**config.mk**
```make
export PLATFORM = sky130hd
export DESIGN_NAME = wb_port_arbiter
export DESIGN_NICKNAME = d
export VERILOG_FILES = /design/src/rtl/wb_port_arbiter.sv
export SDC_FILE = /design/constraint.sdc
export NUM_CORES = 1
export LEC_CHECK = 0
export BUFFER_PORTS_ARGS = -buffer_cell sky130_fd_sc_hd__buf_2
export CAP_MARGIN = 20
export CORE_ASPECT_RATIO = 1.5
export CORE_UTILIZATION = 40
export CTS_CLUSTER_DIAMETER = 100
export DETAILED_ROUTE_END_ITERATION = 6
export PLACE_DENSITY = 0.76
export SKIP_LAST_GASP = 1
export SYNTH_ARGS = -nofsm -noshare
export SYNTH_HDL_FRONTEND = slang
export SYNTH_SLANG_ARGS = --single-unit
```
**constraint.sdc**
```tcl
create_clock -name clk -period 1.5 [get_ports clk]
set_clock_uncertainty 0.2 [all_clocks]
set_input_delay 0.15 -clock clk [delete_from_list [all_inputs] [get_ports clk]]
set_output_delay 0.15 -clock clk [all_outputs]
set_load 0.005 [all_outputs]
```
**src/rtl/wb_port_arbiter.sv**
```systemverilog
// Two-source writeback arbiter for a single register file write port.
// The pipeline (P) wins by default; the multi-cycle source (M) is forced through after STARVE_LIMIT denials.
module wb_port_arbiter #(
  parameter int DATA_W       = 32,
  parameter int ADDR_W       = 5,
  parameter int STARVE_LIMIT = 4
) (
  input  logic              clk,
  input  logic              rst,
  input  logic              p_valid,
  input  logic [ADDR_W-1:0] p_waddr,
  input  logic [DATA_W-1:0] p_wdata,
  output logic              p_ready,
  input  logic              m_valid,
  input  logic [ADDR_W-1:0] m_waddr,
  input  logic [DATA_W-1:0] m_wdata,
  output logic              m_ready,
  output logic              we,
  output logic [ADDR_W-1:0] waddr,
  output logic [DATA_W-1:0] wdata,
  output logic              grant_src,
  output logic              m_starved
);

  localparam logic [3:0] LIMIT = 4'(STARVE_LIMIT);

  logic [3:0] cnt_reg;
  logic [3:0] cnt_next;
  logic       force_m;
  logic       grant_p;
  logic       grant_m;

  always_comb begin
    force_m = m_valid && (cnt_reg == LIMIT);
    grant_p = 1'b0;
    grant_m = 1'b0;
    // Readys are held low for the whole reset pulse, not just until the next edge.
    if (!rst) begin
      if (force_m)      grant_m = 1'b1;
      else if (p_valid) grant_p = 1'b1;
      else if (m_valid) grant_m = 1'b1;
    end
    cnt_next = '0;
    if (m_valid && !grant_m)
      cnt_next = (cnt_reg == LIMIT) ? LIMIT : cnt_reg + 4'd1;
  end

  assign p_ready   = grant_p;
  assign m_ready   = grant_m;
  assign m_starved = (cnt_reg == LIMIT);

  always_ff @(posedge clk or posedge rst) begin
    if (rst) begin
      cnt_reg   <= '0;
      we        <= 1'b0;
      waddr     <= '0;
      wdata     <= '0;
      grant_src <= 1'b0;
    end else begin
      cnt_reg <= cnt_next;
      we      <= 1'b0;
      // A write to register 0 is still accepted, but never enables the port.
      if (grant_p) begin
        we        <= (p_waddr != '0);
        waddr     <= p_waddr;
        wdata     <= p_wdata;
        grant_src <= 1'b0;
      end else if (grant_m) begin
        we        <= (m_waddr != '0);
        waddr     <= m_waddr;
        wdata     <= m_wdata;
        grant_src <= 1'b1;
      end
    end
  end

endmodule

```
; After elaboration in Yosys (flattened, before gate mapping)
; Index checks and enable logic that the tools add are counted.
[word_totals]
register_bits = 43
input_bits = 78
out_inout_bits = 42
elab_cells = 30
[classes]
addsub = 1
n_eq_ne = 1
n_mux = 17
n_reduce_logical = 6
[ops]
columns = op, count
row1 = 32-bit 2-to-1 mux, 2
row2 = 1-bit 2-to-1 mux, 11
row3 = 5-bit 2-to-1 mux, 2
row4 = 5-bit nonzero test, 2
row5 = 4-bit 2-to-1 mux, 2
row6 = "4-bit by 1-bit adder with 4-bit output, second input constant", 1
row7 = "4-bit by 3-bit equality test with 1-bit output, second input constant", 1
row8 = 1-bit logical AND, 2
row9 = 2-bit nonzero test, 1
row10 = 1-bit logical NOT, 1

; Longest topological paths before layout
[depth]
word_depth = 7
mapped_depth = 7
ltp_nobuf = 6

; Worst setup path after synthesis
; Ideal clock, no wire load.
[synth_timing]
path_kind = input -> output
from = in rst
to = out m_ready
t_arrival_ns = 1.383
required_time_ns = 1.150
setup_slack_ns = -0.233
stages = 2
n_path_buf = 0
cell_sequence = inv_1 > and3_1
[synth_via]
elab_chain_len = 1
[synth_lines]
columns = element, line
row1 = start: declaration, 9  ; input logic rst,
row2 = 1-bit 2-to-1 mux, 38  ; if (!rst) begin
row3 = end: declaration, 17  ; output logic m_ready,
; No other way between the ends.

; Worst setup path in the final report
[layout_timing]
from = reg cnt_reg[1]
to = out p_ready
[layout_via]
elab_chain_len = 4
[layout_lines]
columns = element, line
row1 = start: declaration, 27  ; logic [3:0] cnt_reg;
row2 = start signal: assignment, 60  ; cnt_reg <= cnt_next;
row3 = 4-bit by 3-bit equality test with 1-bit output, 34  ; force_m = m_valid && (cnt_reg == LIMIT);
row4 = 1-bit logical AND, 34
row5 = 1-bit 2-to-1 mux, 39  ; if (force_m) grant_m = 1'b1;
row6 = 1-bit 2-to-1 mux, 38
row7 = end: declaration, 13  ; output logic p_ready,
; No other way between the ends.

==> impl_metrics.env <==
export IMPL_status="complete, but fails checks"
export IMPL_violations="negative setup slack"
export IMPL_cts_buffers=5
export IMPL_synth_cell_area_um2=2153
export IMPL_hold_slack_ns=0.02001
export IMPL_grt_overflow_total=0
export IMPL_num_io_pins=120
export IMPL_switchingPower_mw=0.9675
export IMPL_critPathLaunchType="flop"
export IMPL_ant_nets=0
export IMPL_arrival_ns=1.51
export IMPL_p_per_area_nw_per_um2=790.9
export IMPL_drt_iter0_drc=276
export IMPL_switching_share=0.2889
export IMPL_placed_area_um2=2850
export IMPL_crit_chain="inv_2 -> ha_4 -> nand4b_1 -> and2_4 -> buf_6"
export IMPL_path_max_fanout=4
export IMPL_setup_viol=45
export IMPL_largest_reg_flops=32
export IMPL_clock_sinks=43
export IMPL_syn_inst=244
export IMPL_dieArea_um2=5687
export IMPL_yosys_register_bits=43
export IMPL_rsz0062_at_grt="true"
export IMPL_cap_viol_max_count=0
export IMPL_synth_avg_cell_area_um2=8.825
export IMPL_slew_violations=0
export IMPL_firstDrtPassIters=5
export IMPL_grt_pass1_wl_um=14210
export IMPL_die_w_um=61.91
export IMPL_antenna_diode_count=0
export IMPL_relSlewSlack=0.4529
export IMPL_clockBufferDepth=2
export IMPL_required_ns=1.15
export IMPL_peakVddDrop_uv=585.8
export IMPL_area_growth_pct=96.63
export IMPL_ys_warnings_count=0
export IMPL_clk_pin_slew_ns=0.08
export IMPL_fp_dieH_um=91.86
export IMPL_initial_utilization=0.4169
export IMPL_async_reset_ff_frac=1.000
export IMPL_num_vias=2865
export IMPL_p_seq_frac=0.420
export IMPL_finalHoldViolCount=0
export IMPL_clk_latency_ns=0.29
export IMPL_wl_per_cell_um=18.57
export IMPL_gp_congestion=0.7937
export IMPL_grt_pass1_vias=2991
export IMPL_critPathSlowestCell="dfrtp_1"
export IMPL_rows=32
export IMPL_ys_flop_type="dfrtp_1"
export IMPL_internal_power_mw=2.381
export IMPL_clock_power_share=0.283
export IMPL_crit_type="reg -> out"
export IMPL_nets=537
export IMPL_drcViolationCount=0
export IMPL_cts_tree="yes"
export IMPL_finalCritPeriodShare=1.243
export IMPL_ys_seq_area_frac=0.4997
export IMPL_end_kind="output port"
export IMPL_p_leak_nw=1.982
export IMPL_fin_area_um2=4234
export IMPL_totalWireLength_um=9768
export IMPL_antenna_found_initial=0
export IMPL_portBuffers=119
export IMPL_synth_area_leader_cell="dfrtp_1"
export IMPL_drive_gt1_frac=0.4607
export IMPL_yosys_area_top_type_share=0.4997
export IMPL_dpl_hpwl_um=4075
export IMPL_htreeDepth=2
export IMPL_total_power_mw=3.349
export IMPL_synth_area_leaders="dfrtp_1 (50%), nand2_1 (13%), o211ai_1 (13%), nand3_1 (8.8%), buf_6 (2.1%)"
export IMPL_synth_cell_types=29
export IMPL_grt_usage=0.3450
export IMPL_fmax_ghz=0.5364
export IMPL_ctsRootBufferMaster="clkbuf_8"
export IMPL_synth_fp_nets=324
export IMPL_worstMarginPinSlew_ns=0.8206
export IMPL_worst_slack_ns=-0.3643
export IMPL_core_um2=5165
export IMPL_period_minus_slack_ns=1.864
export IMPL_worst_hold_path_type="in -> reg"
export IMPL_p_comb_frac=0.297
export IMPL_routed_via_density=5.447
export IMPL_max_stage_delay_ns=0.39
export IMPL_grt_start_max_net_pins=44
export IMPL_synth_edf_count=0
-- per-stage QoR --
step / utilization / TNS (ns) / cells / setup slack (ns)
after floorplan: - / -2.887 / 244 / -0.1184
after global placement: 0.5518 / -3.509 / 424 / -0.1041
after detailed placement: 0.5518 / -4.564 / 424 / -0.1410
after CTS: 0.7895 / -7.022 / 524 / -0.2734
after global routing: 0.8198 / -12.15 / 526 / -0.4088
final: 0.8198 / -9.544 / 526 / -0.3643
-- synthesized netlist by cell type (2+ instances only) --
library cell and number:
a21oi_1 2, buf_1 2, buf_2 8, buf_4 2, buf_6 4, clkbuf_1 5, dfrtp_1 43, ha_1 2
inv_1 4, nand2_1 75, nand3_1 38, nor2_1 5, nor3_1 2, o211ai_1 37
-- layout make-up --
class | instances | area, um^2
timing repair buffer | 221 | 1700
multi-input combinational | 182 | 1234
sequential | 43 | 1076
fill | 274 | 930.9
tap | 68 | 85.08
clock buffer | 6 | 82.58
clock inverter | 2 | 35.03
inverter | 4 | 21.27
-- power groups by stage --
stage | registers (mW) | logic [mW] | clock network (mW)
after detailed placement | 1.42 | 0.669 | 0
after floorplan | 1.43 | 0.308 | 0
after global placement | 1.41 | 0.656 | 0
after CTS | 1.39 | 0.901 | 0.957
after global routing | 1.42 | 1.08 | 1.00
final | 1.41 | 0.994 | 0.948
-- metal layers --
metal	vias to the layer above	GRT usage	part of all wire
met4	0	0.2278	0.056
li1	1293	-	-
met1	1334	0.3497	0.36
met5	-	0	0
met3	56	0.1001	0.059
met2	182	0.5806	0.53
-- placed cells by master, fill, tap and decap left out, drive strengths merged, types with 2 or more instances in the layout --
master and instances:
a21oi 2, and2 7, buf 145, clkbuf 7, dfrtp 43, dlygate4sd3 75
ha 2, inv 3, nand2 75, nand3 38, nor2 5, nor3 2
o211ai 37
-- path summary, 6_finish.rpt --
kind / startpoint / endpoint / slack, ns / cells after the start
worst max-delay path: cnt_reg[1] / p_ready / -0.36 / 5
worst min-delay path: m_valid / cnt_reg[0] / 0.02 / 3
worst max register to register: cnt_reg[1] / waddr[4] / -0.36 / 7
worst min register to register: wdata[25] / wdata[25] / 0.30 / 2
max in group asynchronous: rst / wdata[9] / 0.17 / 5
min in group asynchronous: rst / grant_src / 0.53 / 5
-- worst max-delay path, delay by kind of cell (launching register included) --
family                     cells  cell delay, ns
and+or+nand+nor                2            0.50
adders and majority gates      1            0.14
DFF                            1            0.39
buffers and inverters          2            0.20
-- cells by family (layout without fill, tap and decap cells) --
group                      count (synthesis)  after routing  synth area share
AOI/OAI and AO/OA                         44             44            0.1546
adders and majority gates                  2              2           0.01162
xor gates and xnor gates                   1              1          0.004068
and+or+nand+nor                          128            134            0.2597
muxes                                      1              1          0.004649
buffers and inverters                     25            233           0.06566
DFF                                       43             43            0.4997
-- repair_timing --
| action | in CTS | in global routing |
|---|---|---|
| setup endpoints to repair | 44 | 45 |
| setup buffers | 8 | 3 |
| cloned | 10 | 1 |
| hold buffers | 75 | 0 |
| resized for setup | 43 | 29 |
| endpoints found under the hold margin | 57 | 0 |
| pin swaps | 36 | 40 |
No activity file was read; power rests on OpenSTA's default activity.
